## src/rtl/fa_if.sv

```systemverilog
// Bundle of the full-adder and sine/cosine datapath signals.
// The block drives from the slave side; its stimulus source uses master.
interface fa_if;
  logic        a;
  logic        b;
  logic        c;
  logic        s;
  logic        ca;
  logic [0:15] theta;
  logic [0:15] sine;
  logic [0:15] cos;

  modport master (output a, b, c, theta, input s, ca, sine, cos);
  modport slave  (input a, b, c, theta, output s, ca, sine, cos);
endinterface

```

## src/rtl/fa.sv

```systemverilog
// Combinational full adder plus a 17-register rotation-mode CORDIC producing
// Q1.14 sine/cosine of a 16-bit binary angle, one result per clock.
module fa (
  input  logic clk,
  input  logic rst_n,
  fa_if.slave  bus
);

  // x/y carry 4 guard bits below the Q1.14 output LSB; z carries 4 guard bits
  // below the binary-angle LSB, so the arctan table is in angle units * 16.
  localparam int XW = 22;
  localparam int ZW = 20;
  localparam int NROT = 15;
  localparam logic signed [XW-1:0] X0 = 22'sd159184;  // 9949 << 4
  localparam logic signed [XW-1:0] OUT_MAX = 22'sd16388;
  localparam logic signed [XW-1:0] OUT_MIN = -22'sd16388;

  function automatic logic signed [ZW-1:0] atan_lut(input int i);
    case (i)
      0:       atan_lut = 20'sd131072;
      1:       atan_lut = 20'sd77376;
      2:       atan_lut = 20'sd40884;
      3:       atan_lut = 20'sd20753;
      4:       atan_lut = 20'sd10417;
      5:       atan_lut = 20'sd5213;
      6:       atan_lut = 20'sd2607;
      7:       atan_lut = 20'sd1304;
      8:       atan_lut = 20'sd652;
      9:       atan_lut = 20'sd326;
      10:      atan_lut = 20'sd163;
      11:      atan_lut = 20'sd81;
      12:      atan_lut = 20'sd41;
      13:      atan_lut = 20'sd20;
      default: atan_lut = 20'sd10;
    endcase
  endfunction

  // Drop the guard bits with round-half-up, then clamp to the legal output band.
  function automatic logic [15:0] to_out(input logic signed [XW-1:0] v);
    logic signed [XW-1:0] r;
    r = (v + 22'sd8) >>> 4;
    if (r > OUT_MAX)      to_out = 16'h4004;
    else if (r < OUT_MIN) to_out = 16'hBFFC;
    else                  to_out = r[15:0];
  endfunction

  assign bus.s  = bus.a ^ bus.b ^ bus.c;
  assign bus.ca = (bus.a & bus.b) | (bus.a & bus.c) | (bus.b & bus.c);

  logic [15:0] th;
  logic        flip;
  logic [15:0] z_fold;

  // Quadrants 1 and 2 are rotated by 180 deg: start from -x0 and fold the
  // angle into -90..+90 by flipping the MSB.
  assign th     = bus.theta;
  assign flip   = th[15] ^ th[14];
  assign z_fold = flip ? (th ^ 16'h8000) : th;

  logic signed [XW-1:0] x_q [0:NROT];
  logic signed [XW-1:0] y_q [0:NROT];
  logic signed [ZW-1:0] z_q [0:NROT-1];
  logic signed [XW-1:0] x_d [1:NROT];
  logic signed [XW-1:0] y_d [1:NROT];
  logic signed [ZW-1:0] z_d [1:NROT-1];
  logic [15:0]          sine_q;
  logic [15:0]          cos_q;

  // NOTE: every array element is assigned on every pass through this block,
  // so no stale value can be held and no latch is inferred.
  always_comb begin
    for (int i = 0; i < NROT; i++) begin
      if (!z_q[i][ZW-1]) begin
        x_d[i+1] = x_q[i] - (y_q[i] >>> i);
        y_d[i+1] = y_q[i] + (x_q[i] >>> i);
      end else begin
        x_d[i+1] = x_q[i] + (y_q[i] >>> i);
        y_d[i+1] = y_q[i] - (x_q[i] >>> i);
      end
    end
    // The last rotation only needs the sign of z, so z stops one stage early.
    for (int i = 0; i < NROT - 1; i++) begin
      if (!z_q[i][ZW-1]) z_d[i+1] = z_q[i] - atan_lut(i);
      else               z_d[i+1] = z_q[i] + atan_lut(i);
    end
  end

  // NOTE: the pipeline arrays are reset on purpose: in-flight results must be
  // discarded and the outputs must read zero until fresh data arrives.
  always_ff @(posedge clk or negedge rst_n) begin
    if (!rst_n) begin
      for (int i = 0; i <= NROT; i++) begin
        x_q[i] <= '0;
        y_q[i] <= '0;
      end
      for (int i = 0; i < NROT; i++) z_q[i] <= '0;
      sine_q <= '0;
      cos_q  <= '0;
    end else begin
      // NOTE: non-blocking updates let every stage read the previous cycle's
      // value of its predecessor, which is what makes this a pipeline.
      x_q[0] <= flip ? -X0 : X0;
      y_q[0] <= '0;
      z_q[0] <= {z_fold, 4'b0000};
      for (int i = 1; i <= NROT; i++) begin
        x_q[i] <= x_d[i];
        y_q[i] <= y_d[i];
      end
      for (int i = 1; i < NROT; i++) z_q[i] <= z_d[i];
      sine_q <= to_out(y_q[NROT]);
      cos_q  <= to_out(x_q[NROT]);
    end
  end

  assign bus.sine = sine_q;
  assign bus.cos  = cos_q;

endmodule

```

## src/flat_wrapper.sv

```systemverilog
// flat-port wrapper written by rule: the top's interface ports become plain ports
module fa_flat 
  (clk, rst_n, bus_a, bus_b, bus_c, bus_theta, bus_s, bus_ca, bus_sine, bus_cos);
  fa_if bus_i ();
  input  logic clk;
  input  logic rst_n;
  input wire logic [$bits(bus_i.a)-1:0] bus_a;
  input wire logic [$bits(bus_i.b)-1:0] bus_b;
  input wire logic [$bits(bus_i.c)-1:0] bus_c;
  input wire logic [$bits(bus_i.theta)-1:0] bus_theta;
  output wire logic [$bits(bus_i.s)-1:0] bus_s;
  output wire logic [$bits(bus_i.ca)-1:0] bus_ca;
  output wire logic [$bits(bus_i.sine)-1:0] bus_sine;
  output wire logic [$bits(bus_i.cos)-1:0] bus_cos;
  assign bus_i.a = bus_a;
  assign bus_i.b = bus_b;
  assign bus_i.c = bus_c;
  assign bus_i.theta = bus_theta;
  assign bus_s = bus_i.s;
  assign bus_ca = bus_i.ca;
  assign bus_sine = bus_i.sine;
  assign bus_cos = bus_i.cos;
  fa u_core (.clk(clk), .rst_n(rst_n), .bus(bus_i));
endmodule
```

## config.mk

```make
export PLATFORM = sky130hd
export DESIGN_NAME = fa_flat
export DESIGN_NICKNAME = d
export VERILOG_FILES = /design/src/rtl/fa_if.sv /design/src/rtl/fa.sv /design/src/flat_wrapper.sv
export SDC_FILE = /design/constraint.sdc
export NUM_CORES = 2
export LEC_CHECK = 0
export ABC_AREA = 0
export BUFFER_PORTS_ARGS = -buffer_cell sky130_fd_sc_hd__clkbuf_2
export CELL_PAD_IN_SITES_DETAIL_PLACEMENT = 1
export CELL_PAD_IN_SITES_GLOBAL_PLACEMENT = 1
export CORE_UTILIZATION = 51
export CTS_CLUSTER_DIAMETER = 50
export DETAILED_ROUTE_END_ITERATION = 10
export PLACE_DENSITY_LB_ADDON = 0.15
export SKIP_LAST_GASP = 1
export SLEW_MARGIN = 5
export SYNTH_ARGS = -nofsm -noshare
export SYNTH_HDL_FRONTEND = slang
export SYNTH_SLANG_ARGS = --single-unit
```

## constraint.sdc

```tcl
create_clock -name clk -period 4.75 [get_ports clk]
set_input_delay 0.2375 -clock clk [delete_from_list [all_inputs] [get_ports clk]]
set_output_delay 0.2375 -clock clk [all_outputs]
set_load 0.1 [all_outputs]
```

Word-level counts from Yosys, hierarchy flattened
Index checks and enable logic that the tools add are counted.
{"block": "totals", "register_bits": 1010, "inputBits": 21, "wordCells": 225}
{"block": "classes", "bitwise_logic": 9, "mux": 77, "order_cmp": 4, "add_sub_neg": 87}
{"cell": "two-way mux 20 bit", "count": 42}
{"cell": "two-way mux 22 bit", "count": 30}
{"cell": "adder 20 bit", "count": 14}
{"cell": "subtractor 20 bit", "count": 14}
{"cell": "two-way mux 16 bit", "count": 5}
{"cell": "adder 22 x 10 -> 22 bit", "count": 2}
{"cell": "adder 22 x 11 -> 22 bit", "count": 2}
{"cell": "adder 22 x 12 -> 22 bit", "count": 2}
{"cell": "adder 22 x 13 -> 22 bit", "count": 2}
{"cell": "adder 22 x 14 -> 22 bit", "count": 2}
{"cell": "adder 22 x 15 -> 22 bit", "count": 2}
{"cell": "adder 22 x 16 -> 22 bit", "count": 2}
{"cell": "adder 22 x 17 -> 22 bit", "count": 2}
{"cell": "adder 22 x 18 -> 22 bit", "count": 2}
{"cell": "adder 22 x 19 -> 22 bit", "count": 2}
{"cell": "adder 22 x 20 -> 22 bit", "count": 2}
{"cell": "adder 22 x 21 -> 22 bit", "count": 2}
{"cell": "adder 22 x 5 -> 22 bit (second input constant)", "count": 2}
{"cell": "adder 22 x 8 -> 22 bit", "count": 2}
{"cell": "adder 22 x 9 -> 22 bit", "count": 2}
{"cell": "subtractor 22 x 10 -> 22 bit", "count": 2}
{"cell": "subtractor 22 x 11 -> 22 bit", "count": 2}
{"cell": "subtractor 22 x 12 -> 22 bit", "count": 2}
{"cell": "subtractor 22 x 13 -> 22 bit", "count": 2}
{"cell": "other kinds (17)", "count": 34}

Longest topological paths before layout
{"block": "depth", "depth_word": 4, "mapped_depth": 18, "ltp_nobuf": 18}

Worst setup path after synthesis
Ideal clock, no wire load.
{"block": "synth_path", "path_type": "reg-to-reg", "startpoint": "register u_core.z_q[99] (netlist bit)", "endpoint": "register u_core.y_q[107] (netlist bit)", "slack_ns": 0.840, "setup_ns": 0.131, "required_ns": 4.619, "path_stages_with_launch": 15, "t_arrival_ns": 3.780, "path_buffers": 2, "path_cell_list": "dfrtp_1 clkbuf_1 inv_1 clkbuf_1 o41ai_1 xor2_1 ha_1 a211o_1 o311a_1 o21ai_1 a21oi_1 o41ai_1 o2111a_1 nor2_1 xor2_1"}
{"item": "start, declared", "line": "fa.sv:62", "rtl": "logic signed [ZW-1:0] z_q [0:NROT-1];"}
{"item": "end signal, assigned by index", "line": "fa.sv:107", "rtl": "y_q[i] <= y_d[i];"}
{"item": "end, declared", "line": "fa.sv:61", "rtl": "logic signed [XW-1:0] y_q [0:NROT];"}

==> summary.md <==
| Metric | Value |
|---|---|
| Status | `finished clean` |
| Final hold vios | `0` |
| CP cell instances | `nor3_1 -> nand2_1 -> nor4_1 -> nor4bb_2 -> nor2_1 -> xnor2_1 -> ha_1 -> a21o_1 -> a21oi_1 -> nand2_1 -> a211oi_1 -> o31ai_1 -> nand3_1 -> a31oi_1 -> xnor2_1` |
| Hold Crit Class | `primary input to flip-flop` |
| Clk buf depth | `3` |
| Largest net degree at the start of global routing | `133` |
| Top FF cell, synth | `dfrtp_1` |
| Vias per inst | `5.92` |
| Num ports | `55` |
| CP delay by family, top | `simple AND/OR/NAND/NOR gates` |
| CP Launch Type | `flip-flop` |
| Setup crit end kind | `flip-flop` |
| Row count | `134` |
| Critical path's slowest cell | `nor4_1` |
| Core Footprint | `0.133 mm^2` |
| DP Worst Slack | `0.313 ns` |
| Number of synthesized register bits | `915` |
| Port Buffers | `54` |
| Initial Util | `51.4%` |
| Setup Skew | `0.0301 ns` |
| CP Max Fanout | `5` |
| Area of the multi-input gates | `0.0441 mm^2` |
| Detailed Route Iter0 Violations | `2814` |
| Cells after synthesis | `7377` |
| Max-cap viol count | `0` |
| Share of layout cells above drive strength 1 | `5.98%` |
| Final Cycle Share | `94.7%` |
| Worst EP required | `5.38 ns` |
| GRT overflow | `0` |
| Synth Cell Area | `0.0686 mm^2` |
| Synthesis-to-finish area growth | `10.7%` |
| Crit path kind | `flip-flop to flip-flop` |
| Sequential Area | `0.0229 mm^2` |
| Wire length per cell | `20.6 um` |
| Initial antenna violation count | `6` |
| FF-to-FF setup slack | `0.25 ns` |
| Clock sink total | `915` |
| Async SR Flop Fraction | `100%` |
| Worst endpoint data arrival time | `5.13 ns` |
| Post-synth EDFFs | `0` |
| Fillers | `15096` |
| TritonCTS clock tree | `built` |
| Post-layout instance area | `0.0760 mm^2` |
| Placed Area | `0.0713 mm^2` |
| Via Count | `55785` |
| Normalized max-slew margin | `39.2%` |
| Synth cell types | `99` |
| Sequential element share of the synthesized area | `33.4%` |
| Full die area | `0.136 mm^2` |
| Fin crit period | `4.50 ns` |
| Final setup violation count | `0` |
| Yosys warns | `0` |
| Clk_lat worst skew | `0.78 ns` |
| Syn_nets | `8325` |
| Final WS setup | `0.251 ns` |
| First-pass GRT wire length | `316000 um` |
| CP bufs+invs | `0` |
| Clk pin slew, worst setup/hold paths | `0.06 ns` |
| Final Util | `56.9%` |
| Vias in the first global route | `59318` |
| Dpl hpwl | `149000 um` |
| Pins Over Slew Limit | `0` |
| Die W | `369 um` |
| Placer Congestion | `0.879` |
| Final ANT Viol Nets | `0` |
| DRT Pass-1 Iters | `5` |
| Root buffer selected by CTS | `clkbuf_16` |
| GRT Total Usage | `28.5%` |
| DRT Wirelength | `194000 um` |
| DRC Markers | `0` |
| Setup bufs post-CTS | `0` |
| Worst path max stage delay | `0.53 ns` |
| NumNets Final | `8490` |
| Max Clk Rate | `222 MHz` |
| WHS | `0.122 ns` |
| H-Tree Depth | `4` |
| Avg Inst Size Synth | `9.30 um^2` |
| RSZ-0062 raised after global routing | `true` |
| Die height | `369 um` |
| CTS Buf Count | `131` |
| Measured slew at the worst slew-check pin | `0.906 ns` |
-- through the flow --
stage          std cells  setup TNS [ns]
5_1_grt             9416         -0.0834
3_5_place_dp        9160               0
6_report            9417               0
2_1_floorplan       7377               0
4_1_cts             9412               0
3_3_place_gp        9160               0
-- cell type report --
type	count	area share, %
clock buffers	156	4.57
clock inverters	79	1.27
multi-input cells	6017	58.0
inverters	341	1.68
well taps	1768	2.91
diodes	5	0.0165
flip-flops and latches	915	30.1
repair buffers	136	1.40
-- cells by family after synthesis --
group | share of synthesized area (%)
adders and majority gates | 17.3
DFF | 33.4
muxes | 1.07
xor gates and xnor gates | 13.1
AOI/OAI and AO/OA | 18.5
buffers and inverters | 2.45
and+or+nand+nor | 14.2
other | 0.00546
-- registers in the layout, summed over array words and instances (netlist names) --
register	flops
u_core.bus.sine	16
u_core.x_q	306
u_core.y_q	313
u_core.z_q	264
u_core.bus.cos	16
-- path summary, 6_finish.rpt --
check                                                from                           to  depth (start not counted)
worst max-delay path            u_core.x_q[248]$_DFF_PN0_    u_core.y_q[241]$_DFF_PN0_                         15
worst min-delay path                         bus_theta[6]    u_core.z_q[290]$_DFF_PN0_                          2
worst max register to register  u_core.x_q[248]$_DFF_PN0_    u_core.y_q[241]$_DFF_PN0_                         15
worst min register to register  u_core.z_q[295]$_DFF_PN0_    u_core.z_q[275]$_DFF_PN0_                          0
max in group asynchronous                           rst_n    u_core.x_q[124]$_DFF_PN0_                          3
min in group asynchronous                           rst_n  u_core.bus.cos[9]$_DFF_PN0_                          2
-- routing by layer --
layer  vias up  global-route usage (%)  routed length [um]
li1      26794                       -                   -
met1     27917                    38.0               89700
met2       810                    48.7               93500
met3       260                    3.44                6500
met4         4                    7.14                4180
met5         -                       0                  33
-- layout by cell type, fill, tap and decap left out, types with 62 or more instances in the layout --
master / n
nand2b_1: 116
nand2_1: 357
a211oi_1: 67
nor2_1: 641
nor3_1: 250
ha_1: 890
o21ai_0: 327
a21oi_1: 749
a31oi_1: 68
nor2b_1: 110
o21bai_1: 82
a21o_1: 220
inv_1: 339
dfrtp_1: 915
xnor2_1: 694
nand3_1: 134
and3_1: 62
o21a_1: 140
clkbuf_16: 131
xor2_1: 332
-- synth_stat cells, types with 16 or more instances --
cell | n | area share (%)
or2_2 | 33 | 0.30
o2111ai_1 | 22 | 0.28
or3_1 | 47 | 0.43
nor2b_1 | 110 | 1.0
nand2b_1 | 116 | 1.1
a211o_1 | 21 | 0.27
o41ai_1 | 28 | 0.36
o31a_1 | 16 | 0.20
dfrtp_1 | 915 | 33
a31oi_1 | 68 | 0.62
nor2_1 | 641 | 3.5
mux2i_1 | 36 | 0.53
a21oi_1 | 749 | 5.5
clkbuf_1 | 78 | 0.43
a21boi_0 | 18 | 0.20
o21a_1 | 140 | 1.5
and3_1 | 62 | 0.57
nor3_1 | 250 | 1.8
o21bai_1 | 82 | 0.90
a21o_1 | 220 | 2.4
nand4_1 | 39 | 0.36
xnor2_1 | 694 | 8.9
ha_1 | 890 | 16
nand3_1 | 134 | 0.98
o31ai_1 | 25 | 0.27
o21ai_0 | 327 | 2.4
and2_1 | 43 | 0.39
nand2_1 | 357 | 2.0
nor4_1 | 51 | 0.46
fa_1 | 37 | 1.1
buf_1 | 19 | 0.10
a211oi_1 | 67 | 0.73
or4_1 | 33 | 0.36
mux2_2 | 31 | 0.51
o211ai_1 | 45 | 0.49
inv_1 | 339 | 1.9
xor2_1 | 332 | 4.2
-- timing repair --
item | CTS | global route
setup endpoints to repair | 0 | 6
hold buffers | 17 | 0
gates resized for setup | 0 | 4
hold endpoints to repair | 89 | 0
Power is left out: the tool's default activity adds up to more than one toggle a clock period on the data nets, which glitch-free logic cannot reach.
